[src/rtl/mem_arbiter_pkg.sv]
// Shared types for the two-port memory arbiter.
// State enum, mem mode encoding, requester id.
package mem_arb_pkg;

  typedef enum logic [1:0] {
    IDLE,
    ACCESS,
    RESP
  } state_t;

  localparam logic MODE_WRITE = 1'b0;
  localparam logic MODE_READ  = 1'b1;

  typedef logic req_id_t;

  localparam req_id_t REQ0 = 1'b0;
  localparam req_id_t REQ1 = 1'b1;

endpackage

[src/rtl/mem_arbiter_if.sv]
// Requester and mem-side bundle for mem_arbiter.
// slave: arbiter side; master: requesters plus mem.
interface mem_arb_if #(
  parameter int ADDR_W = 64,
  parameter int DATA_W = 64
);
  logic              r0_valid;
  logic              r0_ready;
  logic              r0_mode;
  logic [ADDR_W-1:0] r0_addr;
  logic [DATA_W-1:0] r0_wdata;
  logic              r0_rvalid;
  logic [DATA_W-1:0] r0_rdata;

  logic              r1_valid;
  logic              r1_ready;
  logic              r1_mode;
  logic [ADDR_W-1:0] r1_addr;
  logic [DATA_W-1:0] r1_wdata;
  logic              r1_rvalid;
  logic [DATA_W-1:0] r1_rdata;

  logic              mem_mode;
  logic [ADDR_W-1:0] mem_addr;
  logic [DATA_W-1:0] mem_wdata;
  logic [DATA_W-1:0] mem_rdata;

  modport slave (
    input  r0_valid, r0_mode, r0_addr, r0_wdata,
    input  r1_valid, r1_mode, r1_addr, r1_wdata,
    input  mem_rdata,
    output r0_ready, r0_rvalid, r0_rdata,
    output r1_ready, r1_rvalid, r1_rdata,
    output mem_mode, mem_addr, mem_wdata
  );

  modport master (
    output r0_valid, r0_mode, r0_addr, r0_wdata,
    output r1_valid, r1_mode, r1_addr, r1_wdata,
    output mem_rdata,
    input  r0_ready, r0_rvalid, r0_rdata,
    input  r1_ready, r1_rvalid, r1_rdata,
    input  mem_mode, mem_addr, mem_wdata
  );

endinterface

[src/rtl/mem_arbiter_rr_arb2.sv]
// Two-way round-robin picker (combinational).
// valid[1:0], last_gnt in; one-hot gnt and winner id out.
module rr_arb2
  import mem_arb_pkg::*;
(
  input  logic [1:0] valid,
  input  req_id_t    last_gnt,
  output logic [1:0] gnt,
  output req_id_t    id
);

  always_comb begin
    gnt = '0;
    id  = REQ0;
    unique case (1'b1)
      (valid[0] & valid[1]):
        id = (last_gnt == REQ1) ? REQ0 : REQ1;
      (valid[0] & ~valid[1]):
        id = REQ0;
      (~valid[0] & valid[1]):
        id = REQ1;
      default: ;
    endcase
    gnt[id] = |valid;
  end

endmodule

[src/rtl/mem_arbiter.sv]
// Round-robin arbiter/sequencer in front of single-port mem.
// Ports: clk, rst_n, bus (mem_arb_if.slave).
module mem_arbiter
  import mem_arb_pkg::*;
#(
  parameter int ADDR_W  = 64,
  parameter int DATA_W  = 64,
  parameter int MEM_LAT = 1
) (
  input  logic     clk,
  input  logic     rst_n,
  mem_arb_if.slave bus
);

  localparam int LAT_W = $clog2(MEM_LAT + 1);

  state_t            state;
  req_id_t           last_gnt;
  req_id_t           gnt_id;
  req_id_t           win_id;
  logic [1:0]        gnt;
  logic [LAT_W-1:0]  lat_cnt;
  logic              mode_q;
  logic [ADDR_W-1:0] addr_q;
  logic [DATA_W-1:0] wdata_q;
  logic [DATA_W-1:0] resp_q;
  logic [1:0]        rvalid_q;
  logic              idle;
  logic              hs;
  logic              sel_mode;
  logic [ADDR_W-1:0] sel_addr;
  logic [DATA_W-1:0] sel_wdata;

  rr_arb2 u_rr (
    .valid    ({bus.r1_valid, bus.r0_valid}),
    .last_gnt (last_gnt),
    .gnt      (gnt),
    .id       (win_id)
  );

  // rst_n gates ready so nothing is granted while reset is held.
  assign idle = rst_n & (state == IDLE);

  assign bus.r0_ready = idle & gnt[0];
  assign bus.r1_ready = idle & gnt[1];

  assign hs = (bus.r0_valid & bus.r0_ready)
            | (bus.r1_valid & bus.r1_ready);

  assign sel_mode  = win_id ? bus.r1_mode  : bus.r0_mode;
  assign sel_addr  = win_id ? bus.r1_addr  : bus.r0_addr;
  assign sel_wdata = win_id ? bus.r1_wdata : bus.r0_wdata;

  // The latched fields are the mem drive; they rest at
  // read/0/0 whenever the FSM is outside ACCESS.
  assign bus.mem_mode  = mode_q;
  assign bus.mem_addr  = addr_q;
  assign bus.mem_wdata = wdata_q;

  assign bus.r0_rvalid = rvalid_q[0];
  assign bus.r1_rvalid = rvalid_q[1];
  assign bus.r0_rdata  = resp_q;
  assign bus.r1_rdata  = resp_q;

  always_ff @(posedge clk or negedge rst_n) begin
    if (!rst_n) begin
      state    <= IDLE;
      last_gnt <= REQ1;
      gnt_id   <= REQ0;
      lat_cnt  <= '0;
      mode_q   <= MODE_READ;
      addr_q   <= '0;
      wdata_q  <= '0;
      resp_q   <= '0;
      rvalid_q <= '0;
    end else begin
      unique case (state)
        IDLE: begin
          if (hs) begin
            mode_q   <= sel_mode;
            addr_q   <= sel_addr;
            wdata_q  <= sel_wdata;
            gnt_id   <= win_id;
            last_gnt <= win_id;
            lat_cnt  <= LAT_W'(MEM_LAT);
            state    <= ACCESS;
          end
        end
        ACCESS: begin
          lat_cnt <= lat_cnt - LAT_W'(1);
          if (lat_cnt == LAT_W'(1)) begin
            resp_q <= (mode_q == MODE_READ) ?
                      bus.mem_rdata : '0;
            rvalid_q[gnt_id] <= 1'b1;
            mode_q  <= MODE_READ;
            addr_q  <= '0;
            wdata_q <= '0;
            state   <= RESP;
          end
        end
        RESP: begin
          rvalid_q <= '0;
          state    <= IDLE;
        end
        default: state <= IDLE;
      endcase
    end
  end

endmodule

[src/flat_wrapper.sv]
// flat-port wrapper written by rule: the top's interface ports become plain ports
module mem_arbiter_flat import mem_arb_pkg::*;
#(
  parameter int ADDR_W  = 64,
  parameter int DATA_W  = 64,
  parameter int MEM_LAT = 1
)
  (clk, rst_n, bus_r0_valid, bus_r0_mode, bus_r0_addr, bus_r0_wdata, bus_r1_valid, bus_r1_mode, bus_r1_addr, bus_r1_wdata, bus_mem_rdata, bus_r0_ready, bus_r0_rvalid, bus_r0_rdata, bus_r1_ready, bus_r1_rvalid, bus_r1_rdata, bus_mem_mode, bus_mem_addr, bus_mem_wdata);
  mem_arb_if #(.ADDR_W(ADDR_W), .DATA_W(DATA_W)) bus_i ();
  input  logic clk;
  input  logic rst_n;
  input wire logic [$bits(bus_i.r0_valid)-1:0] bus_r0_valid;
  input wire logic [$bits(bus_i.r0_mode)-1:0] bus_r0_mode;
  input wire logic [$bits(bus_i.r0_addr)-1:0] bus_r0_addr;
  input wire logic [$bits(bus_i.r0_wdata)-1:0] bus_r0_wdata;
  input wire logic [$bits(bus_i.r1_valid)-1:0] bus_r1_valid;
  input wire logic [$bits(bus_i.r1_mode)-1:0] bus_r1_mode;
  input wire logic [$bits(bus_i.r1_addr)-1:0] bus_r1_addr;
  input wire logic [$bits(bus_i.r1_wdata)-1:0] bus_r1_wdata;
  input wire logic [$bits(bus_i.mem_rdata)-1:0] bus_mem_rdata;
  output wire logic [$bits(bus_i.r0_ready)-1:0] bus_r0_ready;
  output wire logic [$bits(bus_i.r0_rvalid)-1:0] bus_r0_rvalid;
  output wire logic [$bits(bus_i.r0_rdata)-1:0] bus_r0_rdata;
  output wire logic [$bits(bus_i.r1_ready)-1:0] bus_r1_ready;
  output wire logic [$bits(bus_i.r1_rvalid)-1:0] bus_r1_rvalid;
  output wire logic [$bits(bus_i.r1_rdata)-1:0] bus_r1_rdata;
  output wire logic [$bits(bus_i.mem_mode)-1:0] bus_mem_mode;
  output wire logic [$bits(bus_i.mem_addr)-1:0] bus_mem_addr;
  output wire logic [$bits(bus_i.mem_wdata)-1:0] bus_mem_wdata;
  assign bus_i.r0_valid = bus_r0_valid;
  assign bus_i.r0_mode = bus_r0_mode;
  assign bus_i.r0_addr = bus_r0_addr;
  assign bus_i.r0_wdata = bus_r0_wdata;
  assign bus_i.r1_valid = bus_r1_valid;
  assign bus_i.r1_mode = bus_r1_mode;
  assign bus_i.r1_addr = bus_r1_addr;
  assign bus_i.r1_wdata = bus_r1_wdata;
  assign bus_i.mem_rdata = bus_mem_rdata;
  assign bus_r0_ready = bus_i.r0_ready;
  assign bus_r0_rvalid = bus_i.r0_rvalid;
  assign bus_r0_rdata = bus_i.r0_rdata;
  assign bus_r1_ready = bus_i.r1_ready;
  assign bus_r1_rvalid = bus_i.r1_rvalid;
  assign bus_r1_rdata = bus_i.r1_rdata;
  assign bus_mem_mode = bus_i.mem_mode;
  assign bus_mem_addr = bus_i.mem_addr;
  assign bus_mem_wdata = bus_i.mem_wdata;
  mem_arbiter #(.ADDR_W(ADDR_W), .DATA_W(DATA_W), .MEM_LAT(MEM_LAT)) u_core (.clk(clk), .rst_n(rst_n), .bus(bus_i));
endmodule
[config.mk]
export PLATFORM = sky130hd
export DESIGN_NAME = mem_arbiter_flat
export DESIGN_NICKNAME = d
export VERILOG_FILES = /design/src/rtl/mem_arbiter_pkg.sv /design/src/rtl/mem_arbiter_if.sv /design/src/rtl/mem_arbiter_rr_arb2.sv /design/src/rtl/mem_arbiter.sv /design/src/flat_wrapper.sv
export SDC_FILE = /design/constraint.sdc
export NUM_CORES = 1
export LEC_CHECK = 0
export CORE_AREA = 2 2 227 229
export DETAILED_ROUTE_END_ITERATION = 10
export DIE_AREA = 0 0 229 231
export PLACE_DENSITY = 0.47
export SETUP_SLACK_MARGIN = 0.02
export SLEW_MARGIN = 10
export SYNTH_ARGS = -nofsm -noshare
export SYNTH_HDL_FRONTEND = slang
export SYNTH_SLANG_ARGS = --single-unit
export TNS_END_PERCENT = 1
[constraint.sdc]
create_clock -name clk -period 2.7 [get_ports clk]
set_input_delay 0.81 -clock clk [delete_from_list [all_inputs] [get_ports clk]]
set_output_delay 0.81 -clock clk [all_outputs]
set_load 0.005 [all_outputs]
; Word level (Yosys, flattened, before mapping)
; Index checks and enable logic that the tools add are counted.
[classes]
n_addsub = 1
order_cmp = 4
eq_ne = 4
n_mux = 25
bitwise_logic = 11
reduce_logical = 12
[op_table]
columns = operator, n
row1 = two-way mux 64 bit, 6
row2 = case mux 64 bit (2 select lines), 2
row3 = AND reduction 2 bit, 5
row4 = case mux 2 bit (2 select lines), 2
row5 = bitwise AND 1 bit, 7
row6 = two-way mux 1 bit, 7
row7 = two-way mux 2 bit, 3
row8 = case mux 1 bit (2 select lines), 3
row9 = < comparator 1 x 2 -> 1 bit (second input constant), 2
row10 = inequality test 2 x 1 -> 1 bit (second input constant), 2
row11 = nonzero test 2 bit, 2
row12 = AND reduction 3 bit, 1
row13 = bitwise AND 2 bit, 1
row14 = demux 1 bit (select 1 bit), 2
row15 = == test 2 x 1 -> 1 bit (second input constant), 1
row16 = == test 2 bit (second input constant), 1
row17 = greater-or-equal comparator 1 bit (second input constant), 2
row18 = logical AND 1 bit, 2
row19 = zero test 2 bit, 1
row20 = bitwise OR 2 bit, 1
row21 = OR reduction 2 bit, 1
row22 = inverter 1 bit, 1
row23 = bitwise OR 1 bit, 1
row24 = subtractor 1 bit (second input constant), 1
[word_totals]
register_bits = 200
inputBits = 326
out_inout_bits = 261
elab_cells = 66

; Logic depth before layout (Yosys ltp)
; Gate-level depths: netlist of run 1.
[logic_depth]
ltp_word = 13
ltp_mapped = 7
ltp_nobuf = 4

; By module
; Synthesis of run 1 repeated with hierarchy kept, for this count alone.
[unflattened]
cells_unflattened = 932
hier_area_um2 = 9882.0
[modules_own_cells]
columns = module, instances, cells_per_inst, area_per_inst_um2, seq_area_each_um2
row1 = mem_arbiter, 1, 928, 9855.7, 5007.3
row2 = rr_arb2, 1, 4, 26.3, 0.0

; Least setup slack after synthesis of run 1
; Ideal clock, no wire load.
[synth_path]
kind = input -> output
from = input rst_n
to = output bus_r0_ready
arrival_ns = 1.595
required_time_ns = 1.890
slack_ns = 0.295
cell_stages = 5
n_path_buf = 2
path_cell_list = nor3b_2 > o21ai_2 > buf_2 > buf_2 > nor2_1
[synth_between]
elab_chain_len = 2
[synth_rtl]
columns = item, line_no
row1 = "start, declared", flat_wrapper.sv:11  ; input logic rst_n;
row2 = bitwise AND 1 bit, mem_arbiter.sv:42  ; assign idle = rst_n & (state == IDLE);
row3 = bitwise AND 1 bit, mem_arbiter.sv:44  ; assign bus.r0_ready = idle & gnt[0];
row4 = "end, declared", flat_wrapper.sv:21  ; output wire logic [$bits(bus_i.r0_ready)-1:0] bus_r0_ready;
; No other way between the ends.

; Worst setup path in the final report of run 1
[layout_path]
from = input bus_r1_valid
to = output bus_r1_ready
[layout_between]
elab_chain_len = 8
word_cells_on_any_way = 11
cone_classes = order compare (2) / mux (3) / bitwise (4) / reduce/logical (2)
[layout_rtl]
columns = item, line_no
row1 = "start, declared", flat_wrapper.sv:16  ; input wire logic [$bits(bus_i.r1_valid)-1:0] bus_r1_valid;
row2 = "bitwise AND 1 bit, on equally long branches", "mem_arbiter_rr_arb2.sv:20, mem_arbiter_rr_arb2.sv:16"
row3 = case mux 1 bit (2 select lines), mem_arbiter_rr_arb2.sv:15  ; unique case (1'b1)
row4 = < comparator 1 x 2 -> 1 bit (not written as such) or greater-or-equal comparator 1 bit (tied branches), mem_arbiter_rr_arb2.sv:24  ; gnt[id] = |valid;
row5 = logical AND 1 bit (not written as such), mem_arbiter_rr_arb2.sv:24
row6 = two-way mux 1 bit (not written as such), mem_arbiter_rr_arb2.sv:24
row7 = demux 1 bit (select 1 bit), mem_arbiter_rr_arb2.sv:24
row8 = bitwise AND 2 bit (no line) (*), n/a
row9 = bitwise AND 1 bit (*), mem_arbiter.sv:45  ; assign bus.r1_ready = idle & gnt[1];
row10 = "end, declared", flat_wrapper.sv:24  ; output wire logic [$bits(bus_i.r1_ready)-1:0] bus_r1_ready;
; Every way passes the cells marked *; elsewhere a longest branch is shown, timed or not.

==> out/qor_table.md, run 1 <==
| Quantity | Value | Unit |
|---|---|---|
| TritonCTS clock tree | done | - |
| Boundary Pins | 587 | - |
| Pre-CTS setup slack | -0.463 | ns |
| Data arrival, critical path | 1.70 | ns |
| Fraction of post-synthesis cell area in the top cell type by area | 53.4 | % |
| Setup Crit Path Kind | in2out | - |
| Static power due to leakage | 6.54 | nW |
| Average wire per cell in the routed design | 18.2 | microns |
| Worst slew pin tran | 0.745 | ns |
| Share of layout cells above drive strength 1 | 5.79 | % |
| Largest net degree at the start of global routing | 124 | - |
| Status | finished clean | - |
| Total die area | 52,900 | sq um |
| Number of antenna violations at the first check in global routing | 2 | - |
| Clock slew seen by the registers of the worst setup and hold paths | 0.07 | ns |
| Clock power share | 17.6 | % |
| Sequential fraction of design power | 34.3 | % |
| Share of flip-flops with an asynchronous set or reset | 100 | % |
| Detail Route Antenna Nets | 0 | - |
| Hold Crit Class | in2async | - |
| Final worst path period need | 2.51 | ns |
| Fraction of the cycle the final worst path needs | 93.1 | % |
| Filler Cells Inserted | 5,223 | - |
| Hold Vio Cnt, Final | 0 | - |
| Post-Syn Instances | 806 | - |
| Clock Latency Late Sink | 0.48 | ns |
| Mean area per synthesized cell | 11.5 | sq um |
| Clock H-tree levels | 4 | - |
| Weighted congestion reported at the end of routability-driven placement | 0.795 | - |
| Most frequent standard cell in the layout excluding fill and tap cells | clkdlybuf4s50_1 | - |
| Post-synth top flop | dfrtp_1 | - |
| Switching fraction of total power | 34.4 | % |
| Power per cell area | 929 | nW/um^2 |
| Post-synthesis cell type with the largest combined area | dfrtp_1 | - |
| First-pass iteration count of the detailed router | 4 | - |
| Gr ovfl total | 0 | - |
| Placeable core area | 50,700 | sq um |
| Overall die height | 231 | microns |
| Highest attainable clock frequency | 398 | MHz |
| Root cell of the clock tree | clkbuf_16 | - |
| Post-synthesis cell type count | 28 | - |
| Final Hold Slack | 0.379 | ns |
| Maximum Capacitance Violations | 0 | - |
| Most area-consuming cells after synthesis | dfrtp_1 (53%), mux2i_1 (14%), o2bb2ai_1 (12%) | - |
| Cell Int Power | 0.00978 | W |
| Yosys synthesis warning count | 0 | - |
| Slew Limit Fails | 0 | - |
| Net switching power of the design | 0.00513 | W |
| Sequential area share after synthesis | 54.0 | % |
| Type of destination of the critical path | output pin | - |
| Utilization after layout | 31.7 | % |
| Sum of internal, switching and leakage power | 0.0149 | W |
| Worst r2r path cells | 6 | - |
| Maximum vdd drop | 0.376 | mV |
| Number of clock buffers inserted by TritonCTS | 17 | - |
| Total track usage | 13.7 | % |
| Estimated wirelength of the detail-placed design | 27.5 | mm |
| # setup viols final | 0 | - |
| CTS hold repair buffers | 0 | - |
| Total DRC errors in the routed layout | 0 | - |
| Initial detailed-routing violation count | 282 | - |
| Total of flip-flops plus latches after synthesis | 200 | - |
| Worst slew margin relative to its limit | 50.4 | % |
| Setup repair after global routing missed its margin | no | - |
| Number of flops mapped to enable cells by yosys | 0 | - |
| Clock Sink Count | 200 | - |
| First-pass GRT wire length | 54.3 | mm |
| Final worst slack | 0.185 | ns |
| # port buffers | 586 | - |
| DR vias | 7,938 | - |
| Critical path peak fanout | 3 | - |
| Number of buffers between clock root and the deepest sink | 2 | - |
| Synthesized Nets | 1,132 | - |
| Vias in the first global route | 8,375 | - |
| Startpoint type of the worst setup path | primary input | - |
| Area Overhead vs Synth | 72.9 | % |
| Number of nets at the end of the flow | 1,642 | - |
| Die width | 229 | microns |
| Starting Density | 18.3 | % |
| Top library cells by usage in the layout, fill and taps aside | clkdlybuf4s50_1 (581), dfrtp_1 (197), nand2_1 (129), mux2i_1 (128), o2bb2ai_1 (128) | - |
| Logic pwr share | 48.1 | % |
| Area of the mapped netlist | 9280 | sq um |
| Std-Cell Rows | 83 | - |
| Drt via density | 3.95 | - |
| Required time reported for the critical path endpoint | 1.89 | ns |
| Total wirelength of the detailed-routed design | 36.6 | mm |
| Worst-case clock skew | 0.0119 | ns |
==> flip-flops by register name, indices dropped and copies added, names as in the netlist <==
| name | flops |
|---|---|
| u_core.last_gnt | 1 |
| u_core.bus.mem_mode | 1 |
| u_core.state | 2 |
| u_core.lat_cnt | 1 |
| u_core.bus.mem_addr | 64 |
| u_core.bus.r0_rdata | 64 |
| u_core.gnt_id | 1 |
| u_core.rvalid_q | 2 |
| u_core.bus.mem_wdata | 64 |
==> worst max-delay path: stages <==
cell	delay, ns
dlygate4sd2_1	0.28
a21boi_4	0.20
and2_1	0.15
dlygate4sd2_1	0.27
==> timing repair <==
action	CTS	global route
gates resized for setup	9	0
setup buffers	2	0
endpoints found under the setup margin	2	0
==> final cells by class <==
type / count / area (sq um) / area share (%)
Timing Repair Buffer: 619 / 6180 / 38.5
Sequential cell: 200 / 5010 / 31.2
Multi-Input combinational cell: 473 / 3400 / 21.2
Tap cell: 680 / 851 / 5.30
Clock buffer: 19 / 443 / 2.76
Clock inverter: 13 / 135 / 0.842
Inverter: 5 / 18.8 / 0.117
Antenna cell: 2 / 5.00 / 0.0312
==> cells in the mapped netlist (2+ instances only) <==
master	n
buf_2	25
buf_8	7
clkbuf_1	21
o2bb2ai_1	128
buf_6	3
dfrtp_1	198
mux2i_1	128
nand2_1	131
a21oi_1	3
o21ai_1	10
dfstp_2	2
o21ai_0	60
nor2_1	2
buf_4	70
inv_1	5
==> per-stage QoR <==
step / instance area, sq um / setup TNS (ns) / cells
2_1_floorplan: 9280 / 0 / 806
5_1_grt: 16000 / 0 / 2010
3_5_place_dp: 15400 / -23.40 / 1975
6_report: 16000 / 0 / 2011
4_1_cts: 16000 / 0 / 2009
3_3_place_gp: 15400 / -19.53 / 1975
==> power groups by stage <==
stage	Combinational, W	Clock [W]	Sequential [W]
floorplan	0.00308	0	0.00507
global placement	0.00728	0	0.00515
detailed placement	0.00731	0	0.00514
CTS	0.00733	0.00277	0.00513
global route	0.00777	0.00285	0.00528
finish	0.00717	0.00263	0.00511
==> cell families (layout without fill, tap and decap cells) <==
kind of cell	Yosys count	in the layout	share of synthesized area, %
compound gates	207	207	16.5
flops	200	200	54.0
simple gates	137	137	5.76
buf+inv	133	656	9.82
mux	129	129	13.9
other cells	0	2	0
==> routing by layer <==
metal / global-route usage, % / share of wire, % / wire length (microns) / up-vias
li1: - / - / - / 3844
met1: 16.4 / 42 / 15400 / 3736
met2: 23.0 / 49 / 17700 / 332
met3: 4.88 / 8.1 / 2950 / 26
met4: 4.26 / 1.3 / 473 / 0
met5: 0 / 0 / 0 / -
==> path summary, 6_finish.rpt <==
check | startpoint | to | slack [ns]
max in group asynchronous | rst_n | u_core.bus.mem_wdata[1]$_DFFE_PN0P_ | 1.30
min in group clk | u_core.bus.mem_addr[41]$_DFFE_PN0P_ | u_core.bus.mem_addr[41]$_DFFE_PN0P_ | 0.49
setup reg to reg | u_core.last_gnt$_DFFE_PN1P_ | u_core.bus.mem_wdata[0]$_DFFE_PN0P_ | 0.54
setup / recovery | bus_r1_valid | bus_r1_ready | 0.19
hold reg to reg | u_core.bus.mem_addr[41]$_DFFE_PN0P_ | u_core.bus.mem_addr[41]$_DFFE_PN0P_ | 0.49
hold / removal | rst_n | u_core.bus.r0_rdata[7]$_DFFE_PN0P_ | 0.38
Note: power is estimated with default switching activity, not from simulation.
==> inputs of run 2 (changes only) <==
SKIP_LAST_GASP = 1   (was default)
TNS_END_PERCENT = 30   (was 1)
==> run 2 against run 1 <==
  * Sequential share of layout area about the same
  * Sequential cell count unchanged
  * First-iteration DRC count unchanged
  * Largest cell class unchanged
  * Critical path type unchanged
  * Critical endpoint unchanged
==> out/qor_table.md, run 2 (synthesis gave the netlist of run 1 again) <==
| Quantity | Value | Unit |
|---|---|---|
| Status | finished clean | - |
| DR vias | 7,939 | - |
| Setup repair after global routing missed its margin | no | - |
| Average wire per cell in the routed design | 18.2 | microns |
| Non-Filler Cell Area, Final | 16,000 | sq um |
| Final worst path period need | 2.51 | ns |
| Static power due to leakage | 6.54 | nW |
| Worst r2r path cells | 6 | - |
| Startpoint type of the worst setup path | primary input | - |
| Area Overhead vs Synth | 72.9 | % |
| Std-Cell Rows | 83 | - |
| Type of destination of the critical path | output pin | - |
| Weighted congestion reported at the end of routability-driven placement | 0.795 | - |
| Reg-to-Reg End | u_core.bus.mem_wdata[0]$_DFFE_PN0P_ | - |
| Vias in the first global route | 8,375 | - |
| Clock Sink Count | 200 | - |
| Clock H-tree levels | 4 | - |
| Slew Limit Fails | 0 | - |
| Data arrival, critical path | 1.70 | ns |
| Number of antenna violations at the first check in global routing | 2 | - |
| Largest net degree at the start of global routing | 124 | - |
| Hold Vio Cnt, Final | 0 | - |
| # port buffers | 586 | - |
| Critical Path Sink | bus_r1_ready | - |
| Most frequent standard cell in the layout excluding fill and tap cells | clkdlybuf4s50_1 | - |
| Placeable core area | 50,700 | sq um |
| Hold Crit Class | in2async | - |
| Maximum vdd drop | 0.376 | mV |
| Worst slew pin tran | 0.743 | ns |
| Setup Crit Path Kind | in2out | - |
| Final Hold Slack | 0.379 | ns |
| Die width | 229 | microns |
| First-pass iteration count of the detailed router | 4 | - |
| Drt via density | 3.95 | - |
| Total wirelength of the detailed-routed design | 36.6 | mm |
| Utilization after layout | 31.7 | % |
| Estimated wirelength of the detail-placed design | 27.5 | mm |
| Boundary Pins | 587 | - |
| Total track usage | 13.7 | % |
| Flop2flop setup slack | 0.54 | ns |
| Initial detailed-routing violation count | 282 | - |
| Number of clock buffers inserted by TritonCTS | 17 | - |
| Critical path peak fanout | 3 | - |
| Worst-case clock skew | 0.0118 | ns |
| Clock Latency Late Sink | 0.48 | ns |
| Placed cell area | 15,400 | sq um |
| Required time reported for the critical path endpoint | 1.89 | ns |
| Power per cell area | 929 | nW/um^2 |
| Starting Density | 18.3 | % |
| Fraction of the cycle the final worst path needs | 93.1 | % |
| Launching instance or port of the critical path | bus_r1_valid | - |
| Number of buffers between clock root and the deepest sink | 2 | - |
| Detail Route Antenna Nets | 0 | - |
| Maximum Capacitance Violations | 0 | - |
| Highest attainable clock frequency | 398 | MHz |
| Total die area | 52,900 | sq um |
| # setup viols final | 0 | - |
| Sum of internal, switching and leakage power | 0.0149 | W |
| Top library cells by usage in the layout, fill and taps aside | clkdlybuf4s50_1 (581), dfrtp_1 (198), nand2_1 (129), mux2i_1 (128), o2bb2ai_1 (128) | - |
| R2r startpoint | u_core.last_gnt$_DFFE_PN1P_ | - |
| First-pass GRT wire length | 54.3 | mm |
| Clock slew seen by the registers of the worst setup and hold paths | 0.07 | ns |
| Gr ovfl total | 0 | - |
| Share of layout cells above drive strength 1 | 5.72 | % |
| Total DRC errors in the routed layout | 0 | - |
| Root cell of the clock tree | clkbuf_16 | - |
| TritonCTS clock tree | done | - |
| Number of nets at the end of the flow | 1,642 | - |
| Overall die height | 231 | microns |
| Worst slew margin relative to its limit | 50.5 | % |
## run 2: cell types whose count changed in the layout (fill, tap and decap cells not counted), sizes merged
cell / before / now
buf: 35 / 34
clkbuf: 19 / 20
## run 2: how the worst min path moves through the flow
stage / startpoint / to / slack [ns] / depth (start not counted)
after floorplan: u_core.gnt_id$_DFFE_PN0P_ / u_core.gnt_id$_DFFE_PN0P_ / 0.47 / 1
after global placement: u_core.bus.mem_wdata[15]$_DFFE_PN0P_ / u_core.bus.mem_wdata[15]$_DFFE_PN0P_ / 0.47 / 1
after detailed placement: u_core.bus.mem_wdata[46]$_DFFE_PN0P_ / u_core.bus.mem_wdata[46]$_DFFE_PN0P_ / 0.47 / 1
after CTS: rst_n / u_core.bus.r0_rdata[63]$_DFFE_PN0P_ / 0.37 / 2
after global routing: rst_n / u_core.bus.r0_rdata[63]$_DFFE_PN0P_ / 0.39 / 2
final: rst_n / u_core.bus.r0_rdata[7]$_DFFE_PN0P_ / 0.38 / 2
## run 2: metal layers
metal	global-route usage, %	part of all wire, %
met1	16.4	42
met2	23.0	49
met3	4.88	8.1
met4	4.26	1.3
met5	0	0
## run 2: area by class of cell
cell class	count	area [sq um]
Clock buffer	19	443
Inverter	5	18.8
Antenna cell	2	5.00
Tap cell	680	851
Clock inverter	13	135
Sequential cell	200	5010
Fill cell	5221	34600
Multi-Input combinational cell	473	3400
Timing Repair Buffer	619	6180
## run 2: repair_timing
item	4_1_cts	5_1_grt
pin swaps	1	0
gates cloned	0	0
hold buffers	0	0
resized for setup	5	2
setup endpoints to repair	2	1
setup buffers	2	0
## run 2: worst max-delay path, cell delays in order
cell	delay [ns]
dlygate4sd2_1	0.28
a21boi_4	0.20
and2_1	0.15
dlygate4sd2_1	0.27
## run 2: report_power, final
part	leakage (nW)	internal [W]	switching [W]
clock	0.276	0.00132	0.00131
combinational	3.70	0.00422	0.00295
sequential	2.56	0.00423	0.000875
total	6.54	0.00977	0.00513
## run 2: per-stage QoR
stage / TNS (ns) / setup WS [ns] / std cells
final: 0 / 0.185 / 2011
after global routing: 0 / 0.0504 / 2010
after CTS: -0.0816 / -0.0816 / 2009
after detailed placement: -23.40 / -0.463 / 1975
after global placement: -19.53 / -0.431 / 1975
after floorplan: 0 / 0.295 / 806
